[src/rtl/xs3_pkg.sv]
// Shared types and constants for the serial BCD to Excess-3 converter.
// The state enum, default digit count and Excess-3 offset live here so the top and the digit cell agree.
package xs3_pkg;

   localparam int         NDIG_DEFAULT = 4;
   localparam logic [3:0] XS3_OFFSET   = 4'd3;
   localparam logic [3:0] BCD_MAX      = 4'd9;

   typedef enum logic [1:0] {
      IDLE = 2'd0,
      CONV = 2'd1,
      DONE = 2'd2
   } state_t;

   // Index counter width; a single-digit build still needs a 1-bit index.
   function automatic int idx_width(input int ndig);
      return (ndig > 1) ? $clog2(ndig) : 1;
   endfunction

endpackage

[src/rtl/bcd_digit_to_xs3.sv]
// Combinational single-digit converter: Excess-3 = BCD + 3 (mod 16).
// The invalid flag marks a nibble outside the BCD range 0..9.
module bcd_digit_to_xs3
   import xs3_pkg::*;
(
   input  logic [3:0] bcd,
   output logic [3:0] xs3,
   output logic       invalid
);

   assign xs3     = bcd + XS3_OFFSET;
   assign invalid = (bcd > BCD_MAX);

endmodule

[src/rtl/bcd_to_xs3_serial.sv]
// Serial BCD to Excess-3 word converter: one digit per cycle, valid/ready on both sides.
// Optional macro XS3_ERR_CHECK_EN enables the sticky out_err flag for non-BCD digits.
module bcd_to_xs3_serial
   import xs3_pkg::*;
#(
   parameter int NDIG = NDIG_DEFAULT
) (
   input  logic              clk,
   input  logic              rst_n,
   input  logic              in_valid,
   input  logic [4*NDIG-1:0] in_bcd,
   output logic              in_ready,
   output logic              out_valid,
   output logic [4*NDIG-1:0] out_xs3,
   output logic              out_err,
   input  logic              out_ready
);

   localparam int IDX_W = idx_width(NDIG);
   localparam logic [IDX_W-1:0] LAST_IDX = IDX_W'(NDIG - 1);

   state_t state_reg, state_next;

   logic [IDX_W-1:0]  idx_reg;
   logic [4*NDIG-1:0] bcd_reg;
   logic [4*NDIG-1:0] work_reg;
   logic [4*NDIG-1:0] work_next;
   logic [4*NDIG-1:0] out_xs3_reg;

   logic [3:0] bcd_digit [NDIG];
   logic [3:0] cur_bcd;
   logic [3:0] cur_xs3;
   logic       digit_invalid;
   logic       last_digit;

   // Split the captured word into digits so the current one can be selected by index.
   for (genvar gi = 0; gi < NDIG; gi++) begin : g_split
      assign bcd_digit[gi] = bcd_reg[4*gi +: 4];
   end

   assign cur_bcd    = bcd_digit[idx_reg];
   assign last_digit = (idx_reg == LAST_IDX);

   bcd_digit_to_xs3 u_digit (
      .bcd     (cur_bcd),
      .xs3     (cur_xs3),
      .invalid (digit_invalid)
   );

   // Working word: only the digit under the index is replaced this cycle.
   for (genvar gi = 0; gi < NDIG; gi++) begin : g_merge
      assign work_next[4*gi +: 4] = (idx_reg == IDX_W'(gi)) ? cur_xs3 : work_reg[4*gi +: 4];
   end

   always_ff @(posedge clk or negedge rst_n) begin
      if (!rst_n) begin
         state_reg <= IDLE;
      end else begin
         state_reg <= state_next;
      end
   end

   always_comb begin
      state_next = state_reg;
      in_ready   = 1'b0;
      out_valid  = 1'b0;
      case (state_reg)
         IDLE: begin
            in_ready = 1'b1;
            if (in_valid) begin
               state_next = CONV;
            end
         end
         CONV: begin
            if (last_digit) begin
               state_next = DONE;
            end
         end
         DONE: begin
            out_valid = 1'b1;
            if (out_ready) begin
               state_next = IDLE;
            end
         end
         default: state_next = IDLE;
      endcase
   end

   // The published word only changes on the final conversion edge, so out_xs3
   // keeps its previous value through IDLE and CONV.
   always_ff @(posedge clk or negedge rst_n) begin
      if (!rst_n) begin
         idx_reg     <= '0;
         bcd_reg     <= '0;
         work_reg    <= '0;
         out_xs3_reg <= '0;
      end else begin
         case (state_reg)
            IDLE: begin
               if (in_valid) begin
                  bcd_reg <= in_bcd;
                  idx_reg <= '0;
               end
            end
            CONV: begin
               work_reg <= work_next;
               if (last_digit) begin
                  idx_reg     <= '0;
                  out_xs3_reg <= work_next;
               end else begin
                  idx_reg <= idx_reg + IDX_W'(1);
               end
            end
            default: ;
         endcase
      end
   end

   assign out_xs3 = out_xs3_reg;

`ifdef XS3_ERR_CHECK_EN
   logic err_reg;

   always_ff @(posedge clk or negedge rst_n) begin
      if (!rst_n) begin
         err_reg <= 1'b0;
      end else if (state_reg == IDLE && in_valid) begin
         err_reg <= 1'b0;
      end else if (state_reg == CONV) begin
         err_reg <= err_reg | digit_invalid;
      end
   end

   assign out_err = err_reg;
`else
   logic unused_invalid;

   assign unused_invalid = digit_invalid;
   assign out_err        = 1'b0;
`endif

endmodule
[config.mk]
export PLATFORM = sky130hd
export DESIGN_NAME = bcd_to_xs3_serial
export DESIGN_NICKNAME = d
export VERILOG_FILES = /design/src/rtl/xs3_pkg.sv /design/src/rtl/bcd_digit_to_xs3.sv /design/src/rtl/bcd_to_xs3_serial.sv
export SDC_FILE = /design/constraint.sdc
export NUM_CORES = 1
export LEC_CHECK = 0
export ABC_AREA = 1
export CAP_MARGIN = 10
export CORE_MARGIN = 10
export CORE_UTILIZATION = 52
export DETAILED_ROUTE_END_ITERATION = 10
export PLACE_DENSITY_LB_ADDON = 0.08
export RECOVER_POWER = 50
export SYNTH_ARGS = -nofsm -noshare
export SYNTH_HDL_FRONTEND = slang
export SYNTH_SLANG_ARGS = --single-unit
[constraint.sdc]
create_clock -name clk -period 2.3 [get_ports clk]
set_input_delay 0.23 -clock clk [delete_from_list [all_inputs] [get_ports clk]]
set_output_delay 0.23 -clock clk [all_outputs]
set_load 0.01 [all_outputs]
**Word-level counts from Yosys, hierarchy flattened**

Index checks and enable logic that the tools add are counted.

- Add/subtract/negate cells: 2
- Order comparisons: 1
- Eq/ne operators: 8
- Mux-type cells: 16
- Bitwise logic cells: 1
- Reduce and logical (&&, ||, !) cells: 7

Operators by type and width:

| cell | count |
|---|---|
| 4-bit two-way mux | 6 |
| 2-bit two-way mux | 5 |
| 4-bit binary-select mux with 2-bit select | 1 |
| 2-bit == test, second input constant | 3 |
| 2-bit inequality test, second input constant | 3 |
| 2-bit one-hot mux with 3 select lines | 1 |
| 2-bit AND reduction | 3 |
| 4-bit by 2-bit adder with 4-bit output, second input constant | 1 |
| 2-bit by 1-bit == test with 1-bit output, second input constant | 2 |
| 2-bit zero test | 2 |
| 2-bit one-hot mux with 2 select lines | 1 |
| 3-bit greater-or-equal comparator, second input constant | 1 |
| 2-bit NOT with 3-bit output | 1 |
| 3-bit AND reduction | 1 |
| 2-bit by 1-bit adder with 2-bit output, second input constant | 1 |
| 1-bit two-way mux | 2 |
| 2-bit nonzero test | 1 |

- Flip-flop bits (word level): 52
- Input bits: 20
- Output and inout bits: 19

**Logic depth before layout (Yosys ltp)**

Gate-level depths: netlist (run 1).

- Word-level depth: 6
- Mapped depth: 12

**Cells and area by module**

Synthesis (run 1) repeated with hierarchy kept, for this count alone.

- Cell total of the unflattened synthesis: 317
- Area total of the unflattened synthesis: 2,364.8 µm²

Modules (own cells, without submodules):

| module | times used | cells an instance | area an instance (µm²) | seq. area each (µm²) |
|---|---|---|---|---|
| bcd_to_xs3_serial | 1 | 302 | 2,283.4 | 1,201.2 |
| bcd_digit_to_xs3 | 1 | 15 | 81.3 | 0.0 |

**Worst setup path before layout (run 1)**

No wires, ideal clock.

- Kind: flip-flop to flip-flop
- Start point: register idx_reg[0]
- End point: register out_xs3_reg[10] (netlist: out_xs3[10])
- Library setup time: 117 ps
- Data arrival time: 1,551 ps
- Required time: 2,183 ps
- Path slack: 633 ps
- Stages on the path, launching flop included: 13
- Path buffers: 2
- Clock period less this slack: 1,667 ps
- Cell sequence: dfrtp_1 > buf_6 > inv_6 > buf_12 > nand2_1 > nand3_1 > nand2_2 > ha_1 > inv_1 > xor2_4 > o21ai_2 > nand2_1 > nand2_1

- Longest elaborated chain between the ends: 6
- Elaborated cells on any way between the ends: 9

Ends and longest elaborated chain:

| item | RTL line | RTL |
|---|---|---|
| start: declaration | bcd_to_xs3_serial.sv:24 | `logic [IDX_W-1:0] idx_reg;` |
| start signal: assignment | bcd_to_xs3_serial.sv:111 | `idx_reg <= idx_reg + IDX_W'(1);` |
| 2-bit NOT with 3-bit output (not written as such) | bcd_to_xs3_serial.sv:41 | `assign cur_bcd = bcd_digit[idx_reg];` |
| 4-bit binary-select mux with 2-bit select | bcd_to_xs3_serial.sv:41 |  |
| 4-bit two-way mux (not written as such) (2 in a row) | bcd_to_xs3_serial.sv:41 |  |
| 4-bit by 2-bit adder with 4-bit output | bcd_digit_to_xs3.sv:11 | `assign xs3 = bcd + XS3_OFFSET;` |
| 4-bit two-way mux | bcd_to_xs3_serial.sv:52 | `assign work_next[4*gi +: 4] = (idx_reg == IDX_W'(gi)) ? cur_xs3 : work_reg[4*gi +: 4];` |
| end signal: assignment | bcd_to_xs3_serial.sv:109 | `out_xs3_reg <= work_next;` |
| end: declaration | bcd_to_xs3_serial.sv:28 | `logic [4*NDIG-1:0] out_xs3_reg;` |

Parallel ways exist; a longest one is shown, timed or not. The select of a mux whose other input is x is not followed.
A chain may end at the register's enable or synchronous reset.

**Final worst setup path (run 1)**

- Start point: register idx_reg[0]
- End point: register work_reg[6]

- Longest elaborated chain between the ends: 6
- Elaborated cells on any way between the ends: 7

Ends and longest elaborated chain:

| item | RTL line | RTL |
|---|---|---|
| 2-bit NOT with 3-bit output (not written as such) | bcd_to_xs3_serial.sv:41 |  |
| 4-bit binary-select mux with 2-bit select | bcd_to_xs3_serial.sv:41 |  |
| 4-bit two-way mux (not written as such) (2 in a row) | bcd_to_xs3_serial.sv:41 |  |
| 4-bit by 2-bit adder with 4-bit output | bcd_digit_to_xs3.sv:11 |  |
| 4-bit two-way mux (*) | bcd_to_xs3_serial.sv:52 |  |
| end signal: assignment | bcd_to_xs3_serial.sv:106 | `work_reg <= work_next;` |
| end: declaration | bcd_to_xs3_serial.sv:26 | `logic [4*NDIG-1:0] work_reg;` |

Mark *: on every way between the ends. The rest lies on a longest branch, timed or not. The select of a mux whose other input is x is not followed.

==> impl_metrics.py, run 1 <==
metrics = {
    "status": {
        "status": "finished clean",
    },
    "sta": {
        "fin_ws_ns": 0.452,
        "whs_ns": 0.474,
        "fin_crit_ns": 1.85,
        "fmax_mhz": 541,
        "rsz0062_at_grt": "false",
        "hold_violations": 0,
        "setup_tns_ns": 0,
        "maxSlewViolCount": 0,
        "max_slew_margin": 0.0903,
        "setup_violations": 0,
        "post-route-period-util": 0.804,
        "skew_ns": 0.00324,
        "worst_pin_slew_ns": 1.36,
    },
    "die": {
        "fp.dieH_microns": 87.0,
        "core_sq_um": 4350,
        "initial_core_util": 0.536,
        "dieArea_sq_um": 7570,
        "ios": 39,
        "die_w_microns": 87.0,
        "rows": 24,
    },
    "cts": {
        "cts_tree": "done",
        "cts.path.max_buffers": 2,
        "cts_sinks": 48,
        "numCtsBuffers": 5,
        "cts_resized": 0,
        "clk_pin_slew_ns": 0.08,
        "cts-root-buf": "clkbuf_8",
        "worstSkewPairLatency_ns": 0.30,
        "cts-htree-levels": 2,
    },
    "routing": {
        "wl_per_cell_microns": 14.6,
        "detail_route.first_pass.iterations": 4,
        "wirelength_mm": 4.85,
        "antenna_left": 0,
        "drt_iter0_drc": 90,
        "vias_per_cell": 5.17,
        "drc": 0,
        "num_vias": 1721,
    },
    "critical_path": {
        "ff2ff_path_depth": 10,
        "r2r_setup_slack_ns": 0.45,
        "cp-end-kind": "register",
        "timing.rr.end": "work_reg[6]$_DFFE_PN0N_",
        "cp.arrival_ns": 2.04,
        "r2r-start": "idx_reg[0]$_DFFE_PN0P_",
        "worst_setup_path_start_kind": "register",
        "worstPathRequired_ns": 2.50,
        "cp_max_fo": 12,
        "crit_type": "register to register",
    },
    "logic_synthesis": {
        "syn_area_sq_um": 2340,
        "syn_avg_cell_area_sq_um": 9.73,
        "synth_top_area_share": 0.514,
        "synth_top_area_cell": "dfrtp_1",
        "synthesis.nets": 265,
        "ys_ff_latch": 48,
        "yosysSeqAreaShare": 0.514,
        "syn_inst": 240,
        "yosysWarningCount": 0,
        "synthTopCellsByArea": "dfrtp_1 (51%), nand2_1 (14%), mux2_2 (7.7%), o21ai_0 (3.2%), nand3_1 (3.0%)",
        "ys_types": 26,
    },
    "layout": {
        "finish.net_count": 305,
        "drive_gt1_frac": 0.199,
        "finalInstanceArea_sq_um": 2820,
        "diodes": 0,
        "fillers": 390,
        "fin_util": 0.648,
        "syn_to_final_growth_pct": 20.7,
        "final_cells": 333,
    },
    "global_route": {
        "track_usage": 0.139,
        "grt_max_degree": 27,
        "antenna_found_initial": 0,
        "grt_pass1_vias": 1839,
        "grt_pass1_wl_mm": 8.63,
        "grt.overflow.total": 0,
    },
    "power_and_ir_drop": {
        "finalPower_mw": 4.35,
        "p_per_area_nw_per_um2": 1540,
        "peakVddDrop_uv": 619,
        "p_leak_nw": 1.35,
    },
    "worst_hold_path": {
        "holdPathEnd": "state_reg[1]$_DFFE_PN0P_",
        "hold_path.class": "primary input to register",
        "min_path_cells": 2,
        "worstHoldStart": "out_ready",
    },
    "placed_design": {
        "place_hpwl_mm": 3.60,
        "postPlaceCellArea_sq_um": 2730,
        "pre_cts_slack_ns": 0.452,
        "gp_congestion": 0.800,
        "dp.cells": 324,
        "portBuffers": 37,
    },
    "run": {
        "cap_violations": 0,
    },
}
metal layers:
| layer | share of wire | global-route usage | up-vias | wire length [microns] |
|---|---|---|---|---|
| met1 | 0.45 | 0.173 | 838 | 2200 |
| met4 | 0.012 | 0.0457 | 0 | 57 |
| met2 | 0.47 | 0.221 | 34 | 2300 |
| met5 | 0 | 0 | - | 0 |
| li1 | - | - | 843 | - |
| met3 | 0.061 | 0.0468 | 6 | 298 |
worst max-delay path, stage by stage (launching register included):
cell and delay, ns:
dfrtp_1 0.53, inv_6 0.18, nand2_1 0.08, nand3_2 0.12, nand2_4 0.08, ha_1 0.17
inv_1 0.14, xor2_4 0.24, o21ai_2 0.08, nand2_1 0.06, nand2_1 0.05
layout by cell type (no fill, tap or decap), types with 4 or more instances in the layout:
cell type,Yosys,routed
ha_1,5,5
nand2_4,5,5
nand3_1,14,14
dfrtp_1,48,48
o21ai_0,15,15
nand2_1,87,88
mux2_2,16,16
nand2_2,5,4
nand3_2,6,6
clkbuf_8,0,6
clkdlybuf4s50_1,0,36
inv_1,9,9
repair_timing:
item | 4_1_cts | 5_1_grt
hold buffers | 1 | 0
buffers inserted | 0 | 0
endpoints found under the hold margin | 24 | 0
cell usage after synthesis (all sizes together):
library cell and count:
buf 8, o31ai 1, o21ai 18, clkbuf 1, nand3 22, mux2 16
nor2 4, xor2 1, conb 1, ha 5, inv 13, or2 5
nand2 97, dfrtp 48
kinds of logic after synthesis:
group | synth area share
DFF | 0.514
buffers and inverters | 0.0520
xor gates and xnor gates | 0.0118
muxes | 0.0771
other | 0.00161
AOI/OAI and AO/OA | 0.0466
adders and majority gates | 0.0268
and+or+nand+nor | 0.270
worst max path at each step:
stage | start | to | slack, ns | depth (start not counted)
finish | idx_reg[0]$_DFFE_PN0P_ | work_reg[6]$_DFFE_PN0N_ | 0.45 | 10
global placement | idx_reg[0]$_DFFE_PN0P_ | out_xs3[2]$_DFFE_PN0P_ | 0.49 | 10
CTS | idx_reg[0]$_DFFE_PN0P_ | work_reg[6]$_DFFE_PN0N_ | 0.44 | 10
detailed placement | idx_reg[0]$_DFFE_PN0P_ | out_xs3[6]$_DFFE_PN0P_ | 0.45 | 10
global route | rst_n | out_xs3[7]$_DFFE_PN0P_ | 0.20 | 3
floorplan | idx_reg[0]$_DFFE_PN0P_ | out_xs3[10]$_DFFE_PN0P_ | 0.63 | 12
power by group:
part / leakage (nW) / internal (mW) / total (mW) / switching, mW
Clock: 0.0455 / 0.246 / 0.521 / 0.275
Combinational: 0.709 / 0.985 / 2.32 / 1.34
Sequential: 0.594 / 1.24 / 1.50 / 0.260
Total: 1.35 / 2.47 / 4.35 / 1.87
final cells by class:
type                       count  area, sq um  share of cell area
sequential                    48         1200               0.426
inverter                      13         53.8              0.0191
multi-input combinational    170         1010               0.358
clock buffer                   8         90.1              0.0319
tap                           52         65.1              0.0231
timing repair buffer          42          399               0.142
Power figures use the tool's default switching activity.
==> run 2: changes to the inputs <==
- clock period: 2.3 -> 1.75 ns (I/O delays scaled with it)
==> run 2 against run 1 <==
Compared with the run above:
- non-clock buffer count rose by 8
- critical path type unchanged
- register-to-register slack lost 0.30 ns
- core utilization increased by 2.1 points
- highest routed layer unchanged
- power increased by 36%
- clock skew increased by 0.0041 ns
- setup slack lost 0.30 ns
- critical endpoint is now out_xs3[9]$_DFFE_PN0P_
- sequential share of layout area down 1.3 points
- count of clock-buffer cells in the layout fell by 1
- largest power group unchanged
- die area did not move
- global-route usage is essentially flat
==> impl_metrics.py, run 2 (same netlist as run 1, synthesis figures left out) <==
metrics = {
    "status": {
        "status": "finished clean",
    },
    "sta": {
        "fin_crit_ns": 1.60,
        "maxSlewViolCount": 0,
        "rsz0062_at_grt": "false",
        "fmax_mhz": 624,
        "hold_violations": 0,
        "setup_tns_ns": 0,
        "fin_ws_ns": 0.148,
        "skew_ns": 0.00735,
        "setup_violations": 0,
        "max_slew_margin": 0.521,
        "whs_ns": 0.423,
        "worst_pin_slew_ns": 0.716,
        "post-route-period-util": 0.915,
    },
    "worst_hold_path": {
        "hold_path.class": "primary input to register",
    },
    "cts": {
        "cts-htree-levels": 2,
        "worstSkewPairLatency_ns": 0.30,
        "cts.path.max_buffers": 2,
        "numCtsBuffers": 5,
        "cts_sinks": 48,
        "cts_tree": "done",
        "clk_pin_slew_ns": 0.09,
        "cts-root-buf": "clkbuf_8",
    },
    "routing": {
        "drt_iter0_drc": 135,
        "vias_per_cell": 5.08,
        "detail_route.first_pass.iterations": 4,
        "num_vias": 1731,
        "wl_per_cell_microns": 14.3,
        "antenna_left": 0,
        "wirelength_mm": 4.88,
        "drc": 0,
    },
    "global_route": {
        "grt_max_degree": 49,
        "track_usage": 0.139,
        "grt.overflow.total": 0,
        "grt_pass1_vias": 1785,
        "antenna_found_initial": 0,
        "grt_pass1_wl_mm": 8.54,
    },
    "power_and_ir_drop": {
        "p_leak_nw": 1.41,
        "finalPower_mw": 5.91,
        "p_per_area_nw_per_um2": 2030,
        "peakVddDrop_uv": 957,
    },
    "die": {
        "core_sq_um": 4350,
        "die_w_microns": 87.0,
        "ios": 39,
        "rows": 24,
        "initial_core_util": 0.536,
        "fp.dieH_microns": 87.0,
        "dieArea_sq_um": 7570,
    },
    "run": {
        "cap_violations": 0,
    },
    "critical_path": {
        "crit_type": "register to register",
        "worst_setup_path_start_kind": "register",
        "cp-end-kind": "register",
        "worstPathRequired_ns": 2.00,
        "cp_max_fo": 7,
        "cp.arrival_ns": 1.85,
    },
    "placed_design": {
        "dp.cells": 330,
        "place_hpwl_mm": 3.53,
        "pre_cts_slack_ns": -0.0170,
        "gp_congestion": 0.784,
        "portBuffers": 37,
        "postPlaceCellArea_sq_um": 2790,
    },
    "layout": {
        "finish.net_count": 314,
        "finalInstanceArea_sq_um": 2910,
        "syn_to_final_growth_pct": 24.7,
        "final_cell_mix": "nand2_1 (88), dfrtp_1 (46), clkdlybuf4s50_1 (31), mux2_2 (16), nand3_1 (14)",
        "diodes": 0,
        "fin_util": 0.669,
        "drive_gt1_frac": 0.246,
        "final_cells": 341,
        "final_common_cell": "nand2_1",
    },
}
## run 2: cell types whose count changed in the layout (fill, tap and decap cells not counted), moves of 2 or more
cell / before / now
buf_4: 2 / 10
clkdlybuf4s50_1: 36 / 31
dlygate4sd3_1: 1 / 6
clkbuf_1: 3 / 0
dfrtp_1: 48 / 46
dfrtp_2: 0 / 2
o21ai_0: 15 / 13
o21ai_1: 0 / 2
## run 2: what timing repair did
item                                    4_1_cts  5_1_grt
gates resized for setup                       1        6
setup buffers                                 0        2
hold endpoints to repair                     48        0
endpoints found under the setup margin        7       13
pin swaps                                     0        1
hold buffers                                  1        0
gates cloned                                  0        1
## run 2: power breakdown
group          total (mW)  switching, mW  internal [mW]
registers            1.95          0.314           1.64
clock network       0.710          0.358          0.352
logic                3.25           1.81           1.44
## run 2: critical path: stages (launching register included)
cell      delay (ns)
dfrtp_2         0.46
clkinv_4        0.09
nand2_1         0.08
nand3_2         0.12
nand2_4         0.10
ha_2            0.30
o21ai_0         0.24
nand2_1         0.08
nand2_1         0.06
## run 2: cell type report
type | count | area, sq um
fillers | 372 | 1440
well taps | 52 | 65.1
repair inverters | 1 | 5.00
repair buffers | 50 | 475
inverters | 13 | 53.8
multi-input cells | 170 | 1010
flip-flops and latches | 48 | 1200
clock buffers | 7 | 96.3
## run 2: worst paths after layout
path,endpoint,from,slack [ns],cells after the start
hold reg to reg,out_xs3[1]$_DFFE_PN0P_,out_xs3[1]$_DFFE_PN0P_,0.47,2
max in group asynchronous,idx_reg[1]$_DFFE_PN0P_,rst_n,0.82,3
setup / recovery,out_xs3[9]$_DFFE_PN0P_,idx_reg[0]$_DFFE_PN0P_,0.15,8
min in group asynchronous,bcd_reg[3]$_DFFE_PN0P_,rst_n,0.50,3
setup reg to reg,out_xs3[9]$_DFFE_PN0P_,idx_reg[0]$_DFFE_PN0P_,0.15,8
hold / removal,state_reg[1]$_DFFE_PN0P_,out_ready,0.42,2
## run 2: per-layer routing
layer  track usage  up-vias  part of all wire
met1         0.175      824              0.45
met2         0.217       38              0.47
li1              -      862                 -
met3        0.0496        7             0.067
met5             0        -                 0
met4        0.0442        0             0.013
==> run 3: changes to the inputs <==
--- a/config.mk
+++ b/config.mk
@@ -7,5 +7,5 @@
 export LEC_CHECK = 0
 export ABC_AREA = 1
-export CAP_MARGIN = 10
+export CORE_ASPECT_RATIO = 1.4
 export CORE_MARGIN = 10
 export CORE_UTILIZATION = 52
==> constraint.sdc (replaced) <==
create_clock -name clk -period 1.75 [get_ports clk]
set_input_delay 0.175 -clock clk [delete_from_list [all_inputs] [get_ports clk]]
set_output_delay 0.175 -clock clk [all_outputs]
set_load 0.02 [all_outputs]
==> run 3 against run 2 <==
Compared with the run above:
- clock power decreased by 5.2%
- sequential share of layout area increased by 0.20 points
- cell area is 0.47% lower
- combinational power up 2%
- via count decreased by 1.8%
- count of clock-buffer cells in the layout is 1 lower
- worst hold slack gained 0.013 ns
- core utilization rose by 0.93 points
- setup slack got worse by 0.029 ns
- first-iteration DRC count decreased by 34%
==> impl_metrics.py, run 3 (same netlist as run 1, synthesis figures left out) <==
metrics = {
    "status": {
        "status": "finished clean",
    },
    "cts": {
        "clk_pin_slew_ns": 0.09,
        "cts-root-buf": "clkbuf_8",
        "worstSkewPairLatency_ns": 0.30,
        "cts.path.max_buffers": 2,
        "cts_tree": "done",
        "cts_setup_buffers": 0,
        "cts_sinks": 48,
        "cts-htree-levels": 2,
        "numCtsBuffers": 5,
    },
    "layout": {
        "finish.net_count": 312,
        "seq_area_sq_um": 1200,
        "final_cell_mix": "nand2_1 (88), dfrtp_1 (46), clkdlybuf4s50_1 (35), mux2_2 (16)",
        "syn_to_final_growth_pct": 24.1,
        "diodes": 0,
        "drive_gt1_frac": 0.236,
        "fillers": 358,
        "final_common_cell": "nand2_1",
        "multi_input_area_sq_um": 1010,
    },
    "sta": {
        "rsz0062_at_grt": "false",
        "fin_ws_ns": 0.119,
        "maxSlewViolCount": 0,
        "setup_tns_ns": 0,
        "setup_violations": 0,
        "post-route-period-util": 0.932,
        "skew_ns": 0.00639,
        "fin_crit_ns": 1.63,
        "whs_ns": 0.437,
        "max_slew_margin": 0.138,
        "fmax_mhz": 613,
        "hold_violations": 0,
        "worst_pin_slew_ns": 1.29,
    },
    "critical_path": {
        "worstPathRequired_ns": 1.99,
        "r2r_setup_slack_ns": 0.12,
        "crit_type": "register to register",
        "ff2ff_path_depth": 8,
        "worst_setup_path_start_kind": "register",
        "cp-end-kind": "register",
        "cp.arrival_ns": 1.87,
        "cp_max_fo": 9,
    },
    "global_route": {
        "antenna_found_initial": 0,
        "grt_max_degree": 27,
        "grt_pass1_wl_mm": 8.32,
        "grt.overflow.total": 0,
        "track_usage": 0.130,
        "grt_pass1_vias": 1844,
    },
    "die": {
        "fp.dieH_microns": 99.3,
        "rows": 28,
        "core_sq_um": 4270,
        "ios": 39,
        "dieArea_sq_um": 7610,
        "die_w_microns": 76.6,
        "initial_core_util": 0.547,
    },
    "routing": {
        "wirelength_mm": 4.70,
        "dr_wl_met3_microns": 195,
        "drt_iter0_drc": 89,
        "met2_length_mm": 2.51,
        "antenna_left": 0,
        "drc": 0,
        "num_vias": 1700,
        "detail_route.first_pass.iterations": 4,
        "wl_met1_mm": 1.90,
        "wl_per_cell_microns": 13.5,
        "highest_layer": "met4",
        "vias_per_cell": 4.89,
    },
    "run": {
        "cap_violations": 0,
    },
    "placed_design": {
        "place_hpwl_mm": 3.68,
        "portBuffers": 37,
        "gp_congestion": 0.794,
        "pre_cts_slack_ns": 0.0815,
    },
    "worst_hold_path": {
        "hold_path.class": "primary input to register",
        "min_path_cells": 2,
    },
    "power_and_ir_drop": {
        "p_per_area_nw_per_um2": 2050,
        "peakVddDrop_uv": 967,
        "p_leak_nw": 1.39,
    },
}
[run 3: changes by cell type in the layout (fill, tap and decap cells not counted), sizes merged]
| cell | previous run | this run |
|---|---|---|
| buf | 12 | 11 |
| dlygate4sd3 | 6 | 1 |
| clkdlybuf4s50 | 31 | 35 |
| inv | 12 | 13 |
[run 3: where the power goes]
part	internal [mW]	switching [mW]
clock	0.316	0.358
combinational	1.41	1.90
sequential	1.64	0.328
[run 3: critical path, cell delays in order (launching register included)]
cell and delay (ns):
dfrtp_2 0.48, inv_6 0.11, nand2_1 0.06, nand3_2 0.11, nand2_4 0.06, ha_1 0.34
o21ai_0 0.26, nand2_1 0.09, nand2_1 0.07
[run 3: final cells by class]
| cell class | instances | area share |
|---|---|---|
| inverters | 13 | 0.0186 |
| clock buffers | 6 | 0.0285 |
| repair buffers | 49 | 0.160 |
| well taps | 60 | 0.0259 |
| multi-input cells | 170 | 0.349 |
| clock inverters | 2 | 0.00345 |
| flip-flops and latches | 48 | 0.415 |
[run 3: layer usage]
layer,up-vias,global-route usage
met4,0,0.0545
li1,857,-
met5,-,0
met1,801,0.134
met2,35,0.240
met3,7,0.0369
[run 3: metrics by stage]
| step | area [sq um] | cells | util | power (mW) |
|---|---|---|---|---|
| 4_1_cts | 2910 | 348 | 0.680 | 6.03 |
| 6_report | 2900 | 348 | 0.678 | 5.95 |
| 2_1_floorplan | 2340 | 240 | - | 4.32 |
| 3_3_place_gp | 2800 | 339 | 0.656 | 5.26 |
| 5_1_grt | 2900 | 348 | 0.678 | 6.46 |
| 3_5_place_dp | 2800 | 339 | 0.656 | 5.35 |
[run 3: worst paths after layout]
| kind | start | endpoint |
|---|---|---|
| worst max-delay path | idx_reg[0]$_DFFE_PN0P_ | out_xs3[5]$_DFFE_PN0P_ |
| worst min-delay path | out_ready | state_reg[1]$_DFFE_PN0P_ |
| worst max register to register | idx_reg[0]$_DFFE_PN0P_ | out_xs3[5]$_DFFE_PN0P_ |
| worst min register to register | out_xs3[1]$_DFFE_PN0P_ | out_xs3[1]$_DFFE_PN0P_ |
| max in group asynchronous | rst_n | idx_reg[1]$_DFFE_PN0P_ |
| min in group asynchronous | rst_n | out_xs3[4]$_DFFE_PN0P_ |
[run 3: what timing repair did]
| action | 4_1_cts | 5_1_grt |
|---|---|---|
| endpoints found under the hold margin | 22 | 0 |
| resized for setup | 0 | 5 |
| endpoints found under the setup margin | 0 | 11 |
| hold buffers | 1 | 0 |
==> edit 1, RTL diff (settings of run 1) <==
Add a define of `XS3_ERR_CHECK_EN`.
--- a/src/rtl/bcd_to_xs3_serial.sv
+++ b/src/rtl/bcd_to_xs3_serial.sv
@@ -1,5 +1,7 @@
 // Serial BCD to Excess-3 word converter: one digit per cycle, valid/ready on both sides.
 // Optional macro XS3_ERR_CHECK_EN enables the sticky out_err flag for non-BCD digits.
+`define XS3_ERR_CHECK_EN
+
 module bcd_to_xs3_serial
    import xs3_pkg::*;
 #(
Function: changed (a bounded check fails within 4 cycles, from zero or initial values and one cycle with rst_n low).
==> edit 1 against run 1 <==
  * Worst setup slack improved by 0.032 ns
  * Power fell by 6.7%
  * Highest routed layer unchanged
  * Largest power group unchanged
  * Critical path type unchanged
  * Sequential cell count rose by 1
  * Clock power shrank 7.3%
  * Hold slack lost 0.025 ns
  * Non-clock buffer count grew 1
  * Design area is 1.6% lower
  * Area after synthesis is 2.9% lower
  * Wire length decreased by 2.1%
==> edit 1: results (changes against run 1) <==
met1 wire length=2.09 mm (-4.8%); CP arrival=2.02 ns (-0.02 ns); drt first pass iters=4 (unchanged); # nets final=346 (+13%); syn nets=304 (+15%); global-route wire length before repair=8.45 mm (-2.0%); clock skew=0.00586 ns (+0.00262 ns); CP top delay family=flip-flops; WL met2=2.32 mm (+1.2%); initial antenna violation count=0 (unchanged); Ys Warns=0 (unchanged); initial drt markers=102 (+13%); Vias=1812 (+5.3%); share of cells above drive strength 1=8.10% (-12 points); Ant. Diodes=0 (unchanged); WL met3=281 um (-5.7%); Synth cell types=23 (-12%); largest net degree at the start of global routing=50 (+85%); dpl ws=0.505 ns (+0.0528 ns); Routed wire per std cell=12.8 um (-12%); htree depth=2 (unchanged); share of the yosys chip area belonging to registers=54.1% (+2.7 points); Filler cells=362 (-7.2%); VDD IR max=0.631 mV (+1.8%); met2 Track Usage GR=23.4% (+1.3 points); CP Max Fanout=13 (+1); most instantiated cells after synthesis=nand2_1 (147), dfrtp_1 (49), nand3_1 (18), o21ai_0 (14), inv_1 (9); Post-CTS Hold Fix Bufs=1 (unchanged); critical path's slowest cell=dfrtp_1; dpl hpwl=3.44 mm (-4.4%); Worst Tran Pin Value=1.18 ns (-0.188 ns); Total Power=4060 uW (-6.7%); port bufs=38 (+2.7%); routing usage on met3=4.45% (-0.24 points); outcome=finished clean; HP Class=in2reg; leakage=0.00144 uW (+6.6%); area share of the largest cell type after synthesis=54.1% (+2.7 points); gr usage total=13.9% (-0.043 points); met1 Usage GRT=16.1% (-1.3 points); GP Congestion=0.825 (+3.2%); synth top area cells=dfrtp_1 (54%), nand2_1 (24%), nand3_1 (4.0%), ha_1 (3.3%), o21ai_0 (3.1%)
## edit 1: per-stage QoR
stage	util (%)	cells	area (um^2)
6_report	67.4	371	2770
4_1_cts	67.8	371	2790
5_1_grt	67.4	371	2770
2_1_floorplan	-	278	2270
3_3_place_gp	65.6	362	2700
3_5_place_dp	65.6	362	2700
## edit 1: logic make-up after synthesis
| family | Yosys count | share of synthesized area (%) |
|---|---|---|
| and+or+nand+nor | 180 | 32.7 |
| AOI/OAI and AO/OA | 19 | 4.64 |
| buffers and inverters | 23 | 4.53 |
| xor gates and xnor gates | 1 | 0.718 |
| adders and majority gates | 6 | 3.31 |
| DFF | 49 | 54.1 |
## edit 1: path summary, 6_finish.rpt
path | cells after the start | from | slack [ns] | endpoint
min in group asynchronous | 3 | rst_n | 0.77 | out_xs3[0]$_DFFE_PN0P_
worst min-delay path | 3 | in_bcd[13] | 0.45 | bcd_reg[13]$_DFFE_PN0P_
worst max-delay path | 10 | idx_reg[0]$_DFFE_PN0P_ | 0.48 | out_xs3[10]$_DFFE_PN0P_
max in group asynchronous | 3 | rst_n | 0.81 | bcd_reg[14]$_DFFE_PN0P_
worst min register to register | 2 | out_xs3[5]$_DFFE_PN0P_ | 0.47 | out_xs3[5]$_DFFE_PN0P_
worst max register to register | 10 | idx_reg[0]$_DFFE_PN0P_ | 0.48 | out_xs3[10]$_DFFE_PN0P_
## edit 1: final cells by class
| cell class | count | share of cell area (%) |
|---|---|---|
| multi-input cells | 206 | 33.7 |
| clock buffers | 8 | 2.89 |
| repair buffers | 43 | 14.9 |
| flip-flops and latches | 49 | 44.2 |
| well taps | 50 | 2.26 |
| inverters | 15 | 2.03 |
## edit 1: report_power, final
group	switching [uW]	total (uW)	internal, uW
combinational	1220	2060	834
clock	267	483	216
sequential	252	1520	1270
total	1740	4060	2320
==> edit 2, RTL diff (config.mk and constraints of run 1) <==
Without the edit above. The 3 states of `state_t` get a one-hot encoding in 3 bits.
--- a/src/rtl/xs3_pkg.sv
+++ b/src/rtl/xs3_pkg.sv
@@ -6,10 +6,10 @@
    localparam logic [3:0] XS3_OFFSET   = 4'd3;
    localparam logic [3:0] BCD_MAX      = 4'd9;
 
-   typedef enum logic [1:0] {
-      IDLE = 2'd0,
-      CONV = 2'd1,
-      DONE = 2'd2
+   typedef enum logic [2:0] {
+      IDLE = 3'b001,
+      CONV = 3'b010,
+      DONE = 3'b100
    } state_t;
 
    // Index counter width; a single-digit build still needs a 1-bit index.
Check against the original RTL: no difference found for any inputs over 10 cycles, from zero or initial values and one cycle with rst_n low; not proved beyond that.
==> edit 2 against run 1 <==
  * Sequential share of layout area up 1.2 points
  * Power down 16%
  * Via count down 0.76%
  * Wire length down 1.9%
  * Area after synthesis down 1.2%
  * Worst setup slack worse by 0.040 ns
  * Hold slack better by 0.0036 ns
  * Design area down 0.71%
  * Sequential cell count up 1
  * Critical path depth down 7
==> edit 2: results (changes against run 1) <==
slowest stage delay, CP=0.58 ns (+0.05 ns); final core utilization=64.8% (about the same); most instantiated cells after synthesis=nand2_1 (98), dfrtp_1 (48), nand3_1 (20), o21ai_0 (12), inv_1 (11); share of the yosys chip area belonging to registers=53.2% (+1.8 points); initial drt markers=86 (-4.4%); synth top area cells=dfrtp_1 (52%), nand2_1 (16%), mux2_4 (5.9%), nand3_1 (4.3%), mux2_2 (3.4%); Placed Cells=332 (+2.5%); # nets final=313 (+2.6%); Worst setup startpoint=state_reg[0]$_DFFE_PN1P_; leakage=0.00144 uW (+7.1%); outcome=finished clean; Clock Pin Slew Worst Setup and Hold Paths=0.08 ns (about the same); hold path startpoint=out_xs3[7]$_DFFE_PN0P_; vias in the first global route=1783 (-3.0%); Worst Tran Pin Value=1.37 ns (+0.00519 ns); share of cells above drive strength 1=13.1% (-6.8 points); gr usage total=13.7% (-0.24 points); syn nets=274 (+3.4%); critical path's slowest cell=clkdlybuf4s50_1; Finished Layout Cells=341 (+2.4%); clock skew=0.00760 ns (+0.00437 ns); Filler cells=373 (-4.4%); cell count after synthesis=249 (+3.8%); Max Clock Freq=0.530 GHz (-2.1%); VDD IR max=0.675 mV (+9.0%); port bufs=37 (unchanged); dpl ws=0.450 ns (-0.00167 ns); CP Max Fanout=3 (-9); Hold WS=0.478 ns (+0.00361 ns); HP Class=reg2reg; Post-CTS Hold Fix Bufs=1 (unchanged); hold path cells=2 (unchanged); Ant. Diodes=0 (unchanged); Hold Path End=out_xs3[7]$_DFFE_PN0P_; Routed wire per std cell=13.9 um (-4.2%); Top FF cell, synth=dfrtp_1; dpl cell area=2720 um^2 (-0.46%); CP Capture Point=in_ready; Vias/cell=5.01 (-3.1%); CP top delay family=buffers and inverters; dpl hpwl=3.57 mm (-0.65%); initial antenna violation count=0 (unchanged); Setup Fix Bufs, Post-CTS=0 (unchanged); GP Congestion=0.844 (+5.5%); CP arrival=1.66 ns (-0.38 ns); global-route wire length before repair=8.41 mm (-2.5%); largest net degree at the start of global routing=27 (unchanged); r2r endpoint=out_xs3[6]$_DFFE_PN0P_; drt first pass iters=5 (+1)
[edit 2: kinds of logic (layout without fill, tap and decap cells)]
kind of cell | count (synthesis) | in the layout | synth area share (%)
XOR/XNOR | 1 | 1 | 0.379
buffers and inverters | 24 | 64 | 4.77
adder cells (fa/ha/maj) | 5 | 5 | 2.71
multiplexers | 16 | 16 | 9.27
AO/OA/AOI/OAI | 18 | 18 | 4.07
flip-flops | 49 | 49 | 53.2
other | 1 | 1 | 0.162
AND/OR/NAND/NOR | 135 | 135 | 25.5
[edit 2: final cells by class]
type                       count  area share (%)
multi-input combinational    176            34.5
inverter                      16            2.14
sequential                    49            43.8
clock buffer                   8            2.86
timing repair buffer          40            14.3
tap                           52            2.32
[edit 2: per-layer routing]
layer	vias up	track usage (%)	wire [um]
met5	-	0	0
met4	0	5.15	45
met3	4	4.13	293
met2	38	21.4	2120
met1	795	17.3	2300
li1	871	-	-
[edit 2: power breakdown]
part	switching, uW	internal, uW
combinational	933	790
sequential	239	1230
clock	263	217
